--- src/rtl/text_ram_port_arbiter.sv ---
// rtl/text_ram_port_arbiter.sv - two-master round-robin arbiter with burst lock for text RAM port A
module text_ram_port_arbiter #(
    parameter int unsigned ADDR_W       = 12,
    parameter int unsigned DATA_W       = 32,
    parameter int unsigned RD_LATENCY   = 2,
    parameter int unsigned LOCK_TIMEOUT = 64
) (
    input  logic              clk_i,
    input  logic              rst_ni,
    input  logic              req0_i,
    input  logic              we0_i,
    input  logic [ADDR_W-1:0] addr0_i,
    input  logic [DATA_W-1:0] wdata0_i,
    input  logic              lock0_i,
    input  logic              req1_i,
    input  logic              we1_i,
    input  logic [ADDR_W-1:0] addr1_i,
    input  logic [DATA_W-1:0] wdata1_i,
    input  logic              lock1_i,
    output logic              gnt0_o,
    output logic              gnt1_o,
    output logic              rvalid0_o,
    output logic [DATA_W-1:0] rdata0_o,
    output logic              rvalid1_o,
    output logic [DATA_W-1:0] rdata1_o,
    output logic [ADDR_W-1:0] ram_address_o,
    output logic [DATA_W-1:0] ram_data_o,
    output logic              ram_wren_o,
    input  logic [DATA_W-1:0] ram_q_i
);

    localparam int unsigned CNT_W = $clog2(LOCK_TIMEOUT + 1);

    typedef enum logic [1:0] {
        IDLE    = 2'd0,
        LOCKED0 = 2'd1,
        LOCKED1 = 2'd2
    } state_t;

    state_t             state_q;
    logic               last_owner_q;
    logic [CNT_W-1:0]   idle_cnt_q;
    logic [ADDR_W-1:0]  ram_address_q;
    logic [DATA_W-1:0]  ram_data_q;
    logic               ram_wren_q;
    logic [RD_LATENCY:0] tag_vld_q;
    logic [RD_LATENCY:0] tag_own_q;

    logic               gnt0_d;
    logic               gnt1_d;
    logic               gnt_any;
    logic               sel;
    logic               sel_we;
    logic               sel_lock;
    logic [ADDR_W-1:0]  sel_addr;
    logic [DATA_W-1:0]  sel_wdata;

    // Grant is combinational so a requester learns acceptance in the same cycle.
    always_comb begin
        gnt0_d = 1'b0;
        gnt1_d = 1'b0;
        if (rst_ni) begin
            case (state_q)
                IDLE: begin
                    if (req0_i && req1_i) begin
                        gnt0_d = last_owner_q;
                        gnt1_d = ~last_owner_q;
                    end else begin
                        gnt0_d = req0_i;
                        gnt1_d = req1_i;
                    end
                end
                LOCKED0: gnt0_d = req0_i;
                LOCKED1: gnt1_d = req1_i;
                default: ;
            endcase
        end
    end

    assign gnt_any   = gnt0_d | gnt1_d;
    assign sel       = gnt1_d;
    assign sel_we    = sel ? we1_i    : we0_i;
    assign sel_lock  = sel ? lock1_i  : lock0_i;
    assign sel_addr  = sel ? addr1_i  : addr0_i;
    assign sel_wdata = sel ? wdata1_i : wdata0_i;

    always_ff @(posedge clk_i or negedge rst_ni) begin
        if (!rst_ni) begin
            state_q       <= IDLE;
            last_owner_q  <= 1'b1;
            idle_cnt_q    <= '0;
            ram_address_q <= '0;
            ram_data_q    <= '0;
            ram_wren_q    <= 1'b0;
            tag_vld_q     <= '0;
            tag_own_q     <= '0;
        end else begin
            ram_wren_q <= 1'b0;
            if (gnt_any) begin
                last_owner_q  <= sel;
                ram_address_q <= sel_addr;
                ram_data_q    <= sel_wdata;
                ram_wren_q    <= sel_we;
                idle_cnt_q    <= '0;
                if (sel_lock) begin
                    state_q <= sel ? LOCKED1 : LOCKED0;
                end else begin
                    state_q <= IDLE;
                end
            end else if (state_q != IDLE) begin
                // No grant while locked means the owner is not requesting.
                if (idle_cnt_q == CNT_W'(LOCK_TIMEOUT - 1)) begin
                    state_q    <= IDLE;
                    idle_cnt_q <= '0;
                end else begin
                    idle_cnt_q <= idle_cnt_q + CNT_W'(1);
                end
            end
            tag_vld_q <= {tag_vld_q[RD_LATENCY-1:0], gnt_any & ~sel_we};
            tag_own_q <= {tag_own_q[RD_LATENCY-1:0], sel};
        end
    end

    assign gnt0_o        = gnt0_d;
    assign gnt1_o        = gnt1_d;
    assign ram_address_o = ram_address_q;
    assign ram_data_o    = ram_data_q;
    assign ram_wren_o    = ram_wren_q;
    assign rvalid0_o     = tag_vld_q[RD_LATENCY] & ~tag_own_q[RD_LATENCY];
    assign rvalid1_o     = tag_vld_q[RD_LATENCY] &  tag_own_q[RD_LATENCY];
    assign rdata0_o      = ram_q_i;
    assign rdata1_o      = ram_q_i;

endmodule

--- config.mk ---
export PLATFORM = sky130hd
export DESIGN_NAME = text_ram_port_arbiter
export DESIGN_NICKNAME = d
export VERILOG_FILES = /design/src/rtl/text_ram_port_arbiter.sv
export SDC_FILE = /design/constraint.sdc
export NUM_CORES = 1
export LEC_CHECK = 0
export ABC_AREA = 1
export CORE_MARGIN = 2
export CORE_UTILIZATION = 36
export DETAILED_ROUTE_END_ITERATION = 8
export GPL_TIMING_DRIVEN = 0
export PLACE_DENSITY = 0.82
export SETUP_SLACK_MARGIN = 0.5
export SYNTH_ARGS = -nofsm -noshare
export SYNTH_HDL_FRONTEND = slang
export SYNTH_SLANG_ARGS = --single-unit
--- constraint.sdc ---
create_clock -name clk_i -period 1.55 [get_ports clk_i]
set_clock_uncertainty 0.05 [all_clocks]
set_input_delay 0.2325 -clock clk_i [delete_from_list [all_inputs] [get_ports clk_i]]
set_output_delay 0.2325 -clock clk_i [all_outputs]
set_load 0.05 [all_outputs]
; ---- Yosys cells after proc, flatten, opt, wreduce, memory -nomap -nowiden
; Index checks and enable logic that the tools add are counted.
[word_totals]
reg_bits = 61
out_inout_bits = 113
word_cells = 44
[classes]
addsub = 1
n_eq_ne = 3
mux = 19
bitwise = 7
reduce_logical = 6
[op_table]
columns = cell, count
row1 = 32-bit two-way mux, 1
row2 = 7-bit two-way mux, 3
row3 = 12-bit two-way mux, 1
row4 = 2-bit two-way mux, 5
row5 = "7-bit by 1-bit adder with 7-bit output, second input constant", 1
row6 = "7-bit by 6-bit == test with 1-bit output, second input constant", 1
row7 = 1-bit two-way mux, 7
row8 = 2-bit nonzero test, 3
row9 = 1-bit one-hot mux with 2 select lines, 2
row10 = 1-bit AND, 3
row11 = 1-bit inverter, 3
row12 = "2-bit by 1-bit == test with 1-bit output, second input constant", 1
row13 = "2-bit == test, second input constant", 1
row14 = 2-bit logical NOT, 1
row15 = 2-bit AND reduction, 1
row16 = 1-bit logical AND, 1
row17 = 1-bit OR, 1

; ---- Longest topological paths before layout
; Gate-level depths: netlist of the first run.
[depth]
depth_word = 7
ltp_mapped = 9
ltp_nobuf = 8

; ---- Worst setup path before layout of the first run
; OpenSTA, ideal clock, no wires.
[synth_path]
path_type = reg-to-reg
from = register last_owner_q
to = register state_q[1]
setup_time_ns = 0.117
t_arrival_ns = 1.304
t_required_ns = 1.383
setup_slack_ns = 0.079
path_stages_with_launch = 7
path_buffers = 1
cell_sequence = dfstp_2 > nand3_1 > nand2_4 > buf_2 > inv_1 > nand2_1 > nand2_1
[synth_via]
elab_chain_len = 7
elab_cells_between_ends = 15
classes_between = 10 x mux / 2 x bitwise / 3 x reduce/logical
[synth_lines]
columns = item, line_no
row1 = "start, declared", 41  ; logic last_owner_q;
row2 = "start signal, assigned", 100  ; last_owner_q <= sel;
row3 = 1-bit inverter *, 67  ; gnt1_d = ~last_owner_q;
row4 = 1-bit two-way mux *, 65  ; if (req0_i && req1_i) begin
row5 = 1-bit one-hot mux with 2 select lines *, 63  ; case (state_q)
row6 = 1-bit two-way mux *, 62  ; if (rst_ni) begin
row7 = net gnt1_o, 21  ; output logic gnt1_o,
row8 = 2-bit two-way mux (tied with other cells), 106  ; state_q <= sel ? LOCKED1 : LOCKED0;
row9 = 2-bit two-way mux / 2-bit nonzero test (equally long branches), n/a
row10 = 2-bit two-way mux / 2-bit AND reduction (equally long branches), n/a
row11 = "end signal, assigned", 106
row12 = "end, declared", 40  ; state_t state_q;
; Mark *: on every way through the listed nets, which the timed path passes. The rest lies on a longest branch.
; A chain may end at the register's enable or synchronous reset.

; ---- Worst setup path after layout of the first run
[layout_path]
from = register last_owner_q
to = output gnt1_o
[layout_via]
elab_chain_len = 4
[layout_lines]
columns = item, line_no
row1 = 1-bit inverter, 67
row2 = 1-bit two-way mux, 65
row3 = 1-bit one-hot mux with 2 select lines, 63
row4 = 1-bit two-way mux, 62
row5 = "end, declared", 21
; Every way passes these cells.

==> results.toml, run 1 <==
[run_status]
status = "complete, but fails checks"
violations = "hold timing, setup timing"

[die]
dieWidth_um = 102
row_count = 35
coreArea_um2 = 9280
initial_utilization_pct = 37.2
die-area_um2 = 10400
boundaryPins = 241
fp.dieH_um = 102

[pwr]
peakVddDrop_mv = 1.03
p_leak_uw = 0.00335
p_per_area_nw_per_um2 = 1740

[worst_setup_path]
arrival_ps = 1380
start_kind = "flip-flop"
crit_path_end_kind = "output port"
crit_required_ps = 1270
crit_path_top_delay_cell = "dfstp_2"
path_max_fanout = 2
crit_type = "reg -> out"
cp_common_cell = "buf_8"
max_stage_delay_ps = 540
path_cells = "nand3_2, nand2_4, buf_8, clkinvlp_4, buf_8"

[sta]
slew-limit-headroom_pct = 58.0
fmax_mhz = 601
rsz0062_at_grt = "yes"
hold_slack_ps = -322
worst_pin_slew_ps = 628
fin_crit_ps = 1660
setup_slack_ps = -114
final_max_slew_viol_count = 0
hold_viol_final = 46
finalCritPeriodShare_pct = 107
finalSetupViolCount = 14

[final_layout]
drive_gt1_share_pct = 39.9
n_antenna_cell = 0
finalNetCount = 830
fill_cells = 763
instances_no_fill = 835
syn_to_final_growth_pct = 85.6
final_cell_mix = "158 x buf_4, 115 x nand2_1, 93 x clkdlybuf4s50_1, 82 x o21ai_1"
final_common_cell = "buf_4"

[placement]
gp_congestion = 0.809
io_buffers = 208
dp_cells = 783
post-place-ws_ps = -1290
dp_hpwl_um = 8020

[hold_path]
hold_path.class = "in -> async"

[clocking]
ctsLongestPathBuffers = 2
insertion_delay_ps = 330
h-tree-depth = 3
clk_pin_slew_ps = 70
cts_tree = "done"
numClockSinks = 61
cts_root_buf = "clkbuf_8"
cts_buffers = 9

[grt]
grt_max_degree = 33
first_global_vias = 3598
grt_use_total_pct = 20.2
antenna_found_initial = 0
grt_overflow = 0
grt_pass1_wl_um = 16500

[routing]
via_count = 3717
drt_drc_violations_left = 0
finalWirelength_um = 10900
drtIter0Drc = 136
ant_nets = 0
vias_per_cell = 4.45
dr.pass1.iters = 6
wl_per_cell_um = 13.0

[yosys]
synth_top_area_share_pct = 43.4
synthCells = 445
syn_area_um2 = 3460
yosysWarnings = 0
ys_types = 24
yosys-top-cells-area = "dfrtp_1 43%, buf_4 14%, nand2_1 13%, o21ai_1 12%, inv_1 6.2%"
postSynthAreaPerCell_um2 = 7.77
synth_seq_area_share_pct = 44.2
syn-num-nets = 574
synth_top_area_cell = "dfrtp_1"
synth-seq-cells = 61

[flow_run]
max-cap-violations = 0
layout make-up:
class                   count  area [um^2]  share of cell area (%)
plain buffers              83          698                    10.9
repair buffers            245         2370                    37.0
clock inverters             6         86.3                    1.35
well taps                 129          161                    2.52
flip-flops and latches     61         1530                    23.8
clock buffers              10          138                    2.15
multi-input cells         241         1190                    18.6
inverters                  60          240                    3.75
Yosys cell counts:
| library cell | number |
|---|---|
| a21oi_1 | 1 |
| and2_1 | 1 |
| buf_2 | 13 |
| buf_4 | 65 |
| buf_6 | 5 |
| dfrtp_1 | 60 |
| dfstp_2 | 1 |
| ha_1 | 1 |
| inv_1 | 57 |
| inv_2 | 2 |
| inv_4 | 1 |
| nand2_1 | 116 |
| nand2_2 | 2 |
| nand2_4 | 2 |
| nand3_1 | 10 |
| nand3b_1 | 1 |
| nand4_1 | 2 |
| nor2_1 | 9 |
| nor2_2 | 1 |
| nor2_4 | 1 |
| o21ai_0 | 9 |
| o21ai_1 | 83 |
| or2_2 | 1 |
| xor2_1 | 1 |
power by group:
part | leakage (uW) | internal, uW | total [uW] | switching (uW)
clock network | 0.000112 | 946 | 1590 | 639
logic | 0.00248 | 2740 | 6810 | 4060
registers | 0.000762 | 2270 | 2780 | 507
total | 0.00335 | 5960 | 11200 | 5210
what timing repair did:
item                                    4_1_cts  5_1_grt
endpoints found under the setup margin      170      107
pin swaps                                     6        1
setup buffers                                16       17
hold endpoints to repair                     60       60
resized for setup                           437       18
gates cloned                                  1        1
state kept, by name, indices dropped and copies added (netlist names):
name	flops
last_owner_q	1
ram_wren_o	1
tag_vld_q	3
state_q	2
idle_cnt_q	7
ram_data_o	32
tag_own_q	3
ram_address_o	12
through the flow:
stage / setup TNS [ps] / utilization [%] / power [uW] / instance area (um^2)
final: -445 / 69.1 / 11200 / 6410
after global routing: -3200 / 69.1 / 11800 / 6410
after CTS: -303 / 66.9 / 10900 / 6210
after detailed placement: -39660 / 62.7 / 8620 / 5820
after global placement: -258540 / 62.5 / 8490 / 5800
after floorplan: 0 / - / 6530 / 3560
logic make-up after synthesis:
logic type	share of synthesized area, %
simple gates	17.5
fa+ha+maj	0.362
buf+inv	24.2
flops	44.2
compound gates	13.5
xor+xnor	0.253
per-layer routing:
metal	vias up	GRT usage, %	part of all wire (%)
met5	-	0	0
met1	1698	22.5	38
met2	163	37.2	52
met3	24	4.51	7.1
li1	1832	-	-
met4	0	7.90	2.8
path summary, 6_finish.rpt:
check | startpoint | to | slack [ps] | cells after the start
max | last_owner_q | gnt1_o | -110 | 5
min | rst_ni | ram_data_o[23] | -320 | 1
max in group asynchronous | rst_ni | ram_data_o[10] | 390 | 3
min in group clk_i | tag_vld_q[0] | tag_vld_q[1] | 300 | 0
min reg2reg | tag_vld_q[0] | tag_vld_q[1] | 300 | 0
max reg2reg | state_q[0] | tag_vld_q[0] | -60 | 9
critical path: cells and delay by family (launching register included):
kind	cells	cell delay [ps]
flops	1	540
simple gates	2	160
buf+inv	3	350
Power figures use the tool's default switching activity.
==> run 2, diff against run 1 <==
Settings changed: REMOVE_ABC_BUFFERS set to 1.
==> results.toml, run 2 (synthesized netlist as in run 1, its figures left out) <==
[final_layout]
drive_gt1_share_pct = 36.1
multi_input_area_um2 = 1580
largest_reg_flops = 32
n_antenna_cell = 0
fill_cells = 768
fin_util_pct = 63.6
stdcell_area_um2 = 5900
regArea_um2 = 1530
finalNetCount = 722
syn_to_final_growth_pct = 70.8
final_common_cell = "nand2_1"
final_cell_mix = "100 x nand2_1, 94 x clkdlybuf4s50_1, 59 x dfrtp_1, 56 x o21ai_1, 54 x buf_6"

[sta]
worst_pin_slew_ps = 416
setup_slack_ps = -90.5
finalSetupViolCount = 51
finalCritPeriodShare_pct = 106
final_max_slew_viol_count = 0
hold_slack_ps = -326
fmax_mhz = 610
hold_viol_final = 40
slew-limit-headroom_pct = 72.3
fin_crit_ps = 1640
rsz0062_at_grt = "yes"

[clocking]
h-tree-depth = 3
cts_root_buf = "clkbuf_8"
insertion_delay_ps = 330
numClockSinks = 61
cts_tree = "done"
clk_pin_slew_ps = 70
cts_buffers = 9
ctsLongestPathBuffers = 2

[routing]
finalWirelength_um = 15900
vias_per_cell = 5.06
dr.pass1.iters = 6
ant_nets = 0
via_count = 3680
drtIter0Drc = 100
wl_per_cell_um = 21.9
drt_drc_violations_left = 0

[die]
initial_utilization_pct = 37.2
fp.dieH_um = 102
boundaryPins = 241
row_count = 35
coreArea_um2 = 9280
dieWidth_um = 102
die-area_um2 = 10400

[grt]
grt_use_total_pct = 27.4
grt_overflow = 0
first_global_vias = 3467
grt_pass1_wl_um = 20500
antenna_found_initial = 0
grt_max_degree = 47

[pwr]
switchingPower_uw = 5500
clkPwrFrac_pct = 10.8
internal_power_uw = 5660
p_leak_uw = 0.00286
total_power_uw = 11200
pwr-share-seq_pct = 24.9
peakVddDrop_mv = 0.812
p_per_area_nw_per_um2 = 1890
comb_power_share_pct = 64.3
netSwitchingFraction_pct = 49.3

[worst_setup_path]
path_max_fanout = 4
arrival_ps = 1360
crit_required_ps = 1270
crit_type = "reg -> out"
crit_path_end_kind = "output port"
start_kind = "flip-flop"

[placement]
gp_congestion = 0.830
io_buffers = 144
placed_area_um2 = 4460
dp_hpwl_um = 8150

[run_status]
violations = "hold timing, setup timing"
status = "complete, but fails checks"

[hold_path]
hold_path.class = "in -> async"

[flow_run]
max-cap-violations = 0
[run 2: cell types whose count changed in the layout (fill, tap and decap cells not counted), moves of 3 or more]
cell and change:
buf_4 -116, buf_6 -5, buf_8 -3, clkbuf_1 +3, inv_6 +3, nand2_1 -15
nand2_2 +14, nand2_8 +12, o21ai_1 -26, o21ai_2 +26
[run 2: critical path, cell delays in order (launching register included)]
cell and delay, ps:
dfrtp_1 410, inv_2 80, nand2_2 60, nor2_4 180, nand2_8 100, inv_6 70, buf_8 130
[run 2: area by class of cell]
| cell class | instances | share of cell area (%) |
|---|---|---|
| multi-input cells | 252 | 26.7 |
| clock buffers | 12 | 2.29 |
| inverters | 60 | 4.39 |
| well taps | 129 | 2.73 |
| clock inverters | 4 | 0.424 |
| flip-flops and latches | 61 | 25.9 |
| repair buffers | 202 | 35.8 |
| repair inverters | 7 | 1.74 |
[run 2: final timing paths]
path	start	endpoint	slack (ps)	depth (start not counted)
max in group asynchronous	rst_ni	ram_data_o[7]	1260	2
worst min register to register	tag_vld_q[0]	tag_vld_q[1]	300	0
worst max-delay path	state_q[0]	gnt1_o	-90	6
worst min-delay path	rst_ni	ram_data_o[6]	-330	1
min in group clk_i	tag_vld_q[0]	tag_vld_q[1]	300	0
worst max register to register	state_q[0]	ram_data_o[6]	-90	8
[run 2: power by group through the flow]
stage,clock [uW],sequential [uW],combinational [uW]
after floorplan,0,4640,1170
after global placement,0,2640,4900
after detailed placement,0,2690,4980
after CTS,1240,2750,6310
after global routing,1310,2840,7500
final,1210,2780,7170
[run 2: per-layer routing]
metal | track usage (%) | vias to the layer above | routed length, um
li1 | - | 1632 | -
met1 | 32.5 | 1794 | 6360
met2 | 39.6 | 221 | 7000
met3 | 17.2 | 29 | 2080
met4 | 10.1 | 4 | 382
met5 | 9.13 | - | 73
[run 2: what timing repair did]
item	4_1_cts	5_1_grt
endpoints found under the setup margin	106	106
endpoints found under the hold margin	40	40
gates resized for setup	433	41
gates cloned	14	6
buffers inserted	32	23
pin swaps	13	6
[run 2: per-stage QoR]
step | hold WS (ps) | setup TNS (ps) | cells | setup WS, ps
2_1_floorplan | -113 | -26350 | 362 | -566
3_3_place_gp | 284 | -307910 | 635 | -3810
3_5_place_dp | 196 | -77170 | 636 | -1740
4_1_cts | -312 | -735 | 698 | -56.5
5_1_grt | -328 | -4400 | 727 | -124
6_report | -326 | -2380 | 727 | -90.5
==> run 3, diff against run 2 <==
Settings changed: CORE_MARGIN 2 to unset.
==> results.toml, run 3 (synthesized netlist as in run 1, its figures left out) <==
[run_status]
status = "complete, but fails checks"
violations = "hold timing, setup timing"

[final_layout]
fill_cells = 749
stdcell_area_um2 = 5820
syn_to_final_growth_pct = 68.4
regArea_um2 = 1530
n_antenna_cell = 0
final_common_cell = "clkdlybuf4s50_1"
largest_reg_flops = 32
finalNetCount = 698
multi_input_area_um2 = 1730
drive_gt1_share_pct = 36.2
instances_no_fill = 703
final_cell_mix = "94 x clkdlybuf4s50_1, 90 x nand2_1, 59 x dfrtp_1, 53 x inv_1, 52 x o21ai_1"

[sta]
hold_viol_final = 60
slew-limit-headroom_pct = 71.3
finalSetupViolCount = 49
setup_slack_ps = -122
fin_crit_ps = 1670
rsz0062_at_grt = "yes"
hold_slack_ps = -312
finalCritPeriodShare_pct = 108
setup_tns_ps = -3780
fmax_mhz = 598
worst_pin_slew_ps = 431
final_max_slew_viol_count = 0

[placement]
gp_congestion = 0.815
post-place-ws_ps = -1810
dp_hpwl_um = 8030
io_buffers = 144
placed_area_um2 = 4460
dp_cells = 636

[grt]
top_usage_layer = "met2"
antenna_found_initial = 0
grt_use_met3_pct = 16.6
grt_max_degree = 47
grt_overflow = 0
first_global_vias = 3358
grt_use_total_pct = 28.2
grt_use_met1_pct = 32.4
grtUsageMet2_pct = 44.2
grt_pass1_wl_um = 20000

[routing]
vias_per_cell = 4.99
wl_per_cell_um = 20.5
finalWirelength_um = 14400
ant_nets = 0
dr.pass1.iters = 4
drt_drc_violations_left = 0
drtIter0Drc = 97
via_count = 3506

[clocking]
cts_root_buf = "clkbuf_8"
clk_pin_slew_ps = 70
numClockSinks = 61
cts_buffers = 9
insertion_delay_ps = 330
cts_tree = "done"
h-tree-depth = 3
ctsLongestPathBuffers = 2

[worst_setup_path]
crit_type = "reg -> reg"
rrSetupSlack_ps = -120
rr_startpoint = "state_q[0]"
crit_path_start = "state_q[0]"
worst_r2r_path_depth = 10
worstReg2RegEnd = "ram_data_o[0]"
crit_required_ps = 1750
path_max_fanout = 6
arrival_ps = 1880
start_kind = "flip-flop"
worstSetupEndpoint = "ram_data_o[0]"
crit_path_end_kind = "flip-flop"

[die]
row_count = 35
fp.dieH_um = 100
die-area_um2 = 10000
initial_utilization_pct = 37.2
dieWidth_um = 100
coreArea_um2 = 9280
boundaryPins = 241

[pwr]
comb_power_share_pct = 60.7
netSwitchingFraction_pct = 48.2
clkPwrFrac_pct = 14.2
switchingPower_uw = 5310
peakVddDrop_mv = 0.887
internal_power_uw = 5700
p_leak_uw = 0.00276
p_per_area_nw_per_um2 = 1890
pwr-share-seq_pct = 25.1

[flow_run]
max-cap-violations = 0

[hold_path]
hold_path.class = "in -> async"
-- run 3: cell count changes in the layout (fill, tap and decap cells not counted), moves of 4 or more --
cell,before,now
nand2_4,3,9
buf_4,42,25
o21ai_1,56,52
nand2_8,12,16
nand2_1,100,90
-- run 3: power by group through the flow --
stage                     Combinational [uW]  Clock (uW)  Sequential (uW)
final                                   6680        1560             2760
after global placement                  4880           0             2640
after floorplan                         1170           0             4640
after CTS                               6320        1590             2760
after detailed placement                4960           0             2670
after global routing                    7000        1660             2830
-- run 3: cell type report --
cell class / count / share of cell area [%]
Clock buffer: 10 / 2.19
Clock inverter: 6 / 1.51
Inverter: 60 / 4.24
Multi-Input combinational cell: 255 / 29.7
Sequential cell: 61 / 26.3
Tap cell: 129 / 2.77
Timing Repair Buffer: 181 / 33.0
Timing Repair inverter: 1 / 0.344
-- run 3: layer usage --
layer	wire length, um	part of all wire [%]
met2	6710	46
met3	2170	15
met4	106	0.73
met1	5350	37
met5	103	0.71
-- run 3: per-stage QoR --
step	total power (uW)	utilization (%)
final	11000	62.7
after global routing	11500	62.7
after CTS	10700	60.1
after detailed placement	7630	48.1
after global placement	7530	47.9
after floorplan	5810	-
-- run 3: worst min path at each step --
| stage | end | cells after the start | slack (ps) | start |
|---|---|---|---|---|
| 2_1_floorplan | idle_cnt_q[0] | 0 | -110 | rst_ni |
| 3_3_place_gp | tag_vld_q[2] | 0 | 280 | tag_vld_q[1] |
| 3_5_place_dp | tag_vld_q[1] | 0 | 280 | tag_vld_q[0] |
| 4_1_cts | ram_address_o[9] | 1 | -320 | rst_ni |
| 5_1_grt | ram_data_o[26] | 1 | -310 | rst_ni |
| 6_report | ram_address_o[9] | 1 | -310 | rst_ni |
-- run 3: worst max-delay path, cell delays in order (launching register included) --
cell and delay, ps:
dfrtp_1 410, inv_2 90, nand2_2 70, nor2_4 170, buf_6 160, buf_12 110
buf_16 140, nand2_8 110, nand2_2 110, o21ai_2 50, o21ai_1 120
-- run 3: timing repair --
item | 4_1_cts | 5_1_grt
gates resized for setup | 454 | 36
buffers inserted | 23 | 12
pin swaps | 10 | 8
setup endpoints to repair | 106 | 105
endpoints found under the hold margin | 60 | 60
gates cloned | 16 | 0
